### config.mk
export PLATFORM = sky130hd
export DESIGN_NAME = uart_tx_frame
export DESIGN_NICKNAME = d
export VERILOG_FILES = /design/src/rtl/uart_pkg.sv /design/src/rtl/uart_baud_tick.sv /design/src/rtl/uart_tx_frame.sv
export SDC_FILE = /design/constraint.sdc
export NUM_CORES = 1
export LEC_CHECK = 0
export ABC_AREA = 1
export CAP_MARGIN = 20
export CORE_ASPECT_RATIO = 1.25
export CORE_UTILIZATION = 60
export CTS_CLUSTER_SIZE = 30
export DETAILED_ROUTE_END_ITERATION = 7
export PLACE_DENSITY = 0.89
export SYNTH_ARGS = -nofsm -noshare
export SYNTH_HDL_FRONTEND = slang
export SYNTH_SLANG_ARGS = --single-unit
### constraint.sdc
create_clock -name i_clk -period 2.7 [get_ports i_clk]
set_input_delay 0.54 -clock i_clk [delete_from_list [all_inputs] [get_ports i_clk]]
set_output_delay 0.54 -clock i_clk [all_outputs]
set_load 0.03 [all_outputs]
### src/rtl/uart_pkg.sv
// Shared definitions for the UART transmit path: FSM state encodings and
// line/parity level constants.
package uart_pkg;

  typedef enum logic [2:0] {
    IDLE   = 3'b000,
    START  = 3'b001,
    DATA   = 3'b010,
    PARITY = 3'b011,
    STOP   = 3'b100
  } tx_state_t;

  localparam logic PAR_EVEN   = 1'b0;
  localparam logic PAR_ODD    = 1'b1;

  localparam logic LINE_IDLE  = 1'b1;
  localparam logic LINE_START = 1'b0;

endpackage

### src/rtl/uart_baud_tick.sv
// Loadable baud down-counter: after a load of div the tick is asserted in
// the (div+1)-th clock, i.e. the last clock of the bit period.
module uart_baud_tick #(
  parameter int DIV_WIDTH = 16
) (
  input  logic                 i_clk,
  input  logic                 i_rst_n,
  input  logic                 i_load,
  input  logic [DIV_WIDTH-1:0] i_div,
  output logic                 o_tick
);

  logic [DIV_WIDTH-1:0] cnt_q;

  always_ff @(posedge i_clk or negedge i_rst_n) begin
    if (!i_rst_n) begin
      cnt_q <= '0;
    end else if (i_load) begin
      cnt_q <= i_div;
    end else if (cnt_q != '0) begin
      cnt_q <= cnt_q - 1'b1;
    end
  end

  assign o_tick = (cnt_q == '0);

endmodule

### src/rtl/uart_tx_frame.sv
// UART transmitter: start bit, DATA_WIDTH data bits LSB first, optional
// parity, one or two stop bits; format and divisor latched per frame.
module uart_tx_frame
  import uart_pkg::*;
#(
  parameter int DATA_WIDTH = 8,
  parameter int DIV_WIDTH  = 16
) (
  input  logic                  i_clk,
  input  logic                  i_rst_n,
  input  logic [DATA_WIDTH-1:0] i_data,
  input  logic                  i_data_valid,
  output logic                  o_ready,
  input  logic                  i_par_en,
  input  logic                  i_par_odd,
  input  logic                  i_two_stop,
  input  logic [DIV_WIDTH-1:0]  i_baud_div,
  output logic                  o_tx,
  output logic                  o_busy,
  output logic                  o_done
);

  localparam int IDX_W = $clog2(DATA_WIDTH);
  localparam logic [IDX_W-1:0] LAST_IDX = IDX_W'(DATA_WIDTH - 1);

  tx_state_t             state_q, state_d;
  logic [DATA_WIDTH-1:0] shreg_q, shreg_d;
  logic [IDX_W-1:0]      idx_q, idx_d;
  logic                  stop_q, stop_d;
  logic                  par_en_q, par_en_d;
  logic                  par_bit_q, par_bit_d;
  logic                  two_stop_q, two_stop_d;
  logic [DIV_WIDTH-1:0]  div_q, div_d;
  logic                  tx_q, tx_d;
  logic                  done_q, done_d;

  logic                  tick;
  logic                  load;
  logic [DIV_WIDTH-1:0]  load_div;

  // The acceptance edge must load the live divisor, since div_q is only
  // being written on that same edge.
  assign load_div = (state_q == IDLE) ? i_baud_div : div_q;

  uart_baud_tick #(
    .DIV_WIDTH (DIV_WIDTH)
  ) u_baud (
    .i_clk   (i_clk),
    .i_rst_n (i_rst_n),
    .i_load  (load),
    .i_div   (load_div),
    .o_tick  (tick)
  );

  always_comb begin
    state_d    = state_q;
    shreg_d    = shreg_q;
    idx_d      = idx_q;
    stop_d     = stop_q;
    par_en_d   = par_en_q;
    par_bit_d  = par_bit_q;
    two_stop_d = two_stop_q;
    div_d      = div_q;
    tx_d       = tx_q;
    done_d     = 1'b0;
    load       = 1'b0;

    case (state_q)
      IDLE: begin
        tx_d = LINE_IDLE;
        if (i_data_valid) begin
          state_d    = START;
          shreg_d    = i_data;
          par_en_d   = i_par_en;
          par_bit_d  = (^i_data) ^ (i_par_odd == PAR_ODD);
          two_stop_d = i_two_stop;
          div_d      = i_baud_div;
          idx_d      = '0;
          stop_d     = 1'b0;
          tx_d       = LINE_START;
          load       = 1'b1;
        end
      end

      START: begin
        if (tick) begin
          state_d = DATA;
          tx_d    = shreg_q[0];
          load    = 1'b1;
        end
      end

      DATA: begin
        if (tick) begin
          load = 1'b1;
          if (idx_q == LAST_IDX) begin
            if (par_en_q) begin
              state_d = PARITY;
              tx_d    = par_bit_q;
            end else begin
              state_d = STOP;
              tx_d    = LINE_IDLE;
            end
          end else begin
            idx_d   = idx_q + 1'b1;
            shreg_d = shreg_q >> 1;
            tx_d    = shreg_q[1];
          end
        end
      end

      PARITY: begin
        if (tick) begin
          state_d = STOP;
          tx_d    = LINE_IDLE;
          load    = 1'b1;
        end
      end

      STOP: begin
        tx_d = LINE_IDLE;
        if (tick) begin
          if (two_stop_q && !stop_q) begin
            stop_d = 1'b1;
            load   = 1'b1;
          end else begin
            state_d = IDLE;
            done_d  = 1'b1;
          end
        end
      end

      default: begin
        state_d = IDLE;
        tx_d    = LINE_IDLE;
      end
    endcase
  end

  always_ff @(posedge i_clk or negedge i_rst_n) begin
    if (!i_rst_n) begin
      state_q    <= IDLE;
      shreg_q    <= '0;
      idx_q      <= '0;
      stop_q     <= 1'b0;
      par_en_q   <= 1'b0;
      par_bit_q  <= 1'b0;
      two_stop_q <= 1'b0;
      div_q      <= '0;
      tx_q       <= LINE_IDLE;
      done_q     <= 1'b0;
    end else begin
      state_q    <= state_d;
      shreg_q    <= shreg_d;
      idx_q      <= idx_d;
      stop_q     <= stop_d;
      par_en_q   <= par_en_d;
      par_bit_q  <= par_bit_d;
      two_stop_q <= two_stop_d;
      div_q      <= div_d;
      tx_q       <= tx_d;
      done_q     <= done_d;
    end
  end

  assign o_ready = (state_q == IDLE);
  assign o_busy  = (state_q != IDLE);
  assign o_tx    = tx_q;
  assign o_done  = done_q;

endmodule

Yosys cells after proc, flatten, opt, wreduce, memory -nomap -nowiden. Cells that the tools add are included.

Div/mod/pow operators: 0. Bitwise gates (word level): 1. Reduce and logical (&&, ||, !) cells: 16. Add/subtract/negate cells: 2. Mux-type cells: 39. Multiply operators: 0. Order comparisons: 0. Eq/ne operators: 14. Shift-type cells: 0.

Operator list (count): two-way mux 16 bit (3); two-way mux 3 bit (11); two-way mux 8 bit (3); != test 2 bit, second input constant (9); logical NOT 16 bit (1); two-way mux 1 bit (16); case mux 8 bit (2 select lines) (1); nonzero test 16 bit (1); subtractor 16 x 1 -> 16 bit, second input constant (1); case mux 3 bit (5 select lines) (1); AND reduction 4 bit (2); XOR reduction 8 bit (1); AND reduction 7 bit (1); equality test 3 x 2 -> 1 bit, second input constant (2); equality test 3 bit, second input constant (2); case mux 3 bit (2 select lines) (1); nonzero test 2 bit (3); case mux 1 bit (4 select lines) (1); adder 3 x 1 -> 3 bit, second input constant (1); equality test 3 x 1 -> 1 bit, second input constant (1); logical NOT 3 bit (1); case mux 1 bit (3 select lines) (1); AND reduction 3 bit (1); nonzero test 3 bit (1); 6 further kinds (6).

Input port bits: 30. Register bits: 52. Latch bits: 0. Output and inout bits: 4. ROM bits: 0. Memories kept: 0. Memory bits (writable): 0.

Logic depth before layout (Yosys ltp).
Word-level depth: 6. Depth in mapped cells: 11. Depth with buffers taken out: 11.

By module. Synthesis repeated with hierarchy kept, for this count alone.

Cell total of the unflattened synthesis: 434. Area total of the unflattened synthesis: 3230.6 µm².

By module, submodules not included: uart_tx_frame (area an instance 2045.7 µm², instances 1, cells each 267); uart_baud_tick (area an instance 1184.9 µm², instances 1, cells each 167).

Worst setup path before layout. No wires, ideal clock.

Kind: register to register. Start point: register u_baud.cnt_q[0]. End point: register state_q[1]. Clock period less this slack: 1653 ps. Library setup time: 117 ps. Required time: 2583 ps. Path buffers: 0. Data arrival time: 1536 ps. Cell stages (with the launch flop): 12. Slack: 1047 ps. Path through: dfrtp_1 inv_1 ha_1 inv_1 nor2_1 nand2_1 nor2_1 nand2_2 a21oi_2 nand2_1 nand2_1 nand2_1.

Cells in the longest elaborated chain, start to end: 3. Elaborated cells between the ends (all ways): 6.

RTL lines: start: declaration (RTL line uart_baud_tick.sv:13) `logic [DIV_WIDTH-1:0] cnt_q;`; start signal: assignment (RTL line uart_baud_tick.sv:19) `cnt_q <= i_div;`; start signal: assignment (RTL line uart_baud_tick.sv:21) `cnt_q <= cnt_q - 1'b1;`; logical NOT 16 bit (*) (RTL line uart_baud_tick.sv:25) `assign o_tick = (cnt_q == '0);`; != test 2 bit (no source line); AND reduction 7 bit (no source line) (*); end signal: assignment (RTL line uart_tx_frame.sv:153) `state_q <= state_d;`; end: declaration (RTL line uart_tx_frame.sv:26) `tx_state_t state_q, state_d;`.

Mark *: on every way between the ends. The rest lies on a longest branch, timed or not. A chain may end at the register's enable or synchronous reset.

Final worst setup path.
Start point: register state_q[1]. End point: output port o_ready.

Cells in the longest elaborated chain, start to end: 1.

RTL lines: logical NOT 3 bit (RTL line uart_tx_frame.sv:166) `assign o_ready = (state_q == IDLE);`; end: declaration (RTL line uart_tx_frame.sv:13) `output logic o_ready,`.

Every way passes these cells.

==> metrics.cfg <==
[setup_path]
cpPeakStageDelay_ns=0.69
cp.arrival_ns=2.03
cp.depth=4
cp-end-kind=output pin
required_ns=2.16
r2r-start=state_q[2]
cp_cell_sequence=nor2_4 > nand2_4 > inv_2 > clkdlybuf4s50_1
crit_buf_inv=2
path_class=flop to output pin
ff2ff_path_depth=8
cp_slowest_cell=clkdlybuf4s50_1
worst_setup_path_start_kind=flop
r2r_end=shreg_q[4]
path_delay_family=buffers and inverters
regToRegSetupSlack_ns=0.63
cp_max_fo=37

[timing]
setup_ws_ns=0.132
setup_tns_ns=0
fin_skew_ns=0.0172
grt_setup_unrepaired=false
slew_viol_final=0
period_minus_slack_ns=2.57
slew_headroom_pct=54.3
max_freq_mhz=389
post-route-period-util_pct=95.1
worstMarginPinSlew_ns=0.685
hold_violations=0
setup_viol=0

[clock_network]
clk_latency_ns=0.30
cts_tree=built
cts_resized=0
numCtsBuffers=5
h-tree-depth=2
root_buffer=clkbuf_8
postCtsHoldBufs=0
clk_pin_slew_ns=0.10
post_cts_buffers=0
clockBufferDepth=2
clock_sinks=52

[power]
p_leak_nw=1.84
intPower_mw=2.05
irDropWorstVdd_uv=580
power.share.clock_pct=13.8
netSwitchingFraction_pct=45.5
p_per_area_nw_per_um2=1050
p_switching_mw=1.71
power_mw=3.77
pwr-share-comb_pct=48.6
seq_power_share_pct=37.5

[grt]
grtUsageTotal_pct=26.6
antenna_found_initial=0
gr-total-overflow=0
grt_pass1_wl_um=11000
grt_pass1_vias=2552
grt_start_max_net_pins=40

[synthesis]
ys_seq_elements=52
post-synth-top-area-cell=dfrtp_1
synthDistinctLibCells=32
postSynthAreaPerCell_um2=7.11
synth_edf_count=0
synth_top_area_share_pct=40.9
synthTopCellsByArea=dfrtp_1 (41%), nand2_1 (18%), inv_1 (5.9%)
ys_warn_count=0
syn_nets=473
synthFlopType=dfrtp_1
syn_area_um2=3120
ys_async_sr_fraction_pct=100
syn_inst=439
synth_seq_area_share_pct=41.7

[placement]
dp_worst_setup_slack_ns=0.489
io_buffer_count=33
post_dp_cell_area_um2=3480
dp_hpwl_um=5060
gp_congestion=0.891

[routing]
avgViaCountPerCell=5.28
drt_iter0_drc=171
routed_wl_um=6680
dr.pass1.iters=4
drc=0
met2_wirelength_um=3410
wl_per_cell_um=12.5
top_layer=met4
via_count=2821
ant_nets=0
wl_met3_um=270
m1WireLength_um=2900

[outcome]
status=complete, no violations

[cells_and_area]
drive_gt1_share_pct=6.99
n_antenna_cell=0
final_common_cell=nand2_1
area_delta_synth_final_pct=15.0
nNetsFinal=505
final_cell_mix=nand2_1 (146), dfrtp_1 (51), inv_1 (49)
design_area_um2=3590

[floorplan]
initial_utilization_pct=61.9
ios=34
die_h_um=82.6
die_w_um=66.5
rows=29
core-area_um2=5040
dieArea_um2=5500

[job]
drv_cap=0

[min_path]
hp-class=primary input to async pin

==> state kept, by name (all words and copies together) (netlist names) <==
signal	count
div_q	16
u_baud.cnt_q	16
shreg_q	8
idx_q	3
state_q	3
o_done	1
o_tx	1
par_bit_q	1
par_en_q	1
stop_q	1
two_stop_q	1
==> cell type report <==
type	instances	area (um2)
Timing Repair Buffer	36	348
Fill cell	393	1460
Inverter	55	206
Clock inverter	2	35.0
Multi-Input combinational cell	321	1550
Clock buffer	6	72.6
Tap cell	62	77.6
Sequential cell	52	1300
==> logic make-up after synthesis <==
| kind of cell | synth area share, % |
|---|---|
| AOI/OAI and AO/OA | 10.4 |
| xor gates and xnor gates | 3.37 |
| adders and majority gates | 1.60 |
| buffers and inverters | 8.70 |
| DFF | 41.7 |
| muxes | 1.60 |
| and+or+nand+nor | 32.6 |
==> cell usage after synthesis, types with 2 or more instances <==
cell type  count
a21oi_1        6
a21oi_2        2
buf_2          7
buf_6          2
clkbuf_1       2
dfrtp_1       51
ha_1           4
inv_1         49
inv_2          5
mux2i_1        5
nand2_1      146
nand2_4        4
nand3_1       22
nand3_2        3
nand3b_1       3
nand4_1        3
nor2_1        47
nor2_2         5
o21ai_0       33
o21ai_1       18
xnor2_1        5
xor2_1         7
==> power by group through the flow <==
stage / registers (mW) / logic, mW / clock network [mW]
after global routing: 1.44 / 2.09 / 0.553
after global placement: 1.40 / 1.71 / 0
after detailed placement: 1.42 / 1.80 / 0
after CTS: 1.40 / 1.83 / 0.521
final: 1.41 / 1.83 / 0.521
after floorplan: 1.37 / 1.42 / 0
==> per-layer routing <==
layer | global-route usage, % | vias up
met5 | 0 | -
met4 | 7.87 | 0
met3 | 4.53 | 10
met2 | 46.8 | 77
met1 | 33.3 | 1291
li1 | - | 1443
==> through the flow <==
step                utilization, %  cells  hold WS (ns)
floorplan                        -    439         0.244
global placement              69.0    526         0.455
detailed placement            69.0    526         0.463
CTS                           71.1    534         0.287
global route                  71.1    534         0.316
finish                        71.1    534         0.260
==> how the worst max path moves through the flow <==
stage               startpoint          to  slack, ns
2_1_floorplan  u_baud.cnt_q[0]  state_q[1]       1.05
3_3_place_gp        state_q[1]     o_ready       0.54
3_5_place_dp        state_q[1]     o_ready       0.49
4_1_cts             state_q[1]     o_ready       0.15
5_1_grt             state_q[1]     o_ready       0.04
6_report            state_q[1]     o_ready       0.13
No activity file was read; power rests on OpenSTA's default activity.
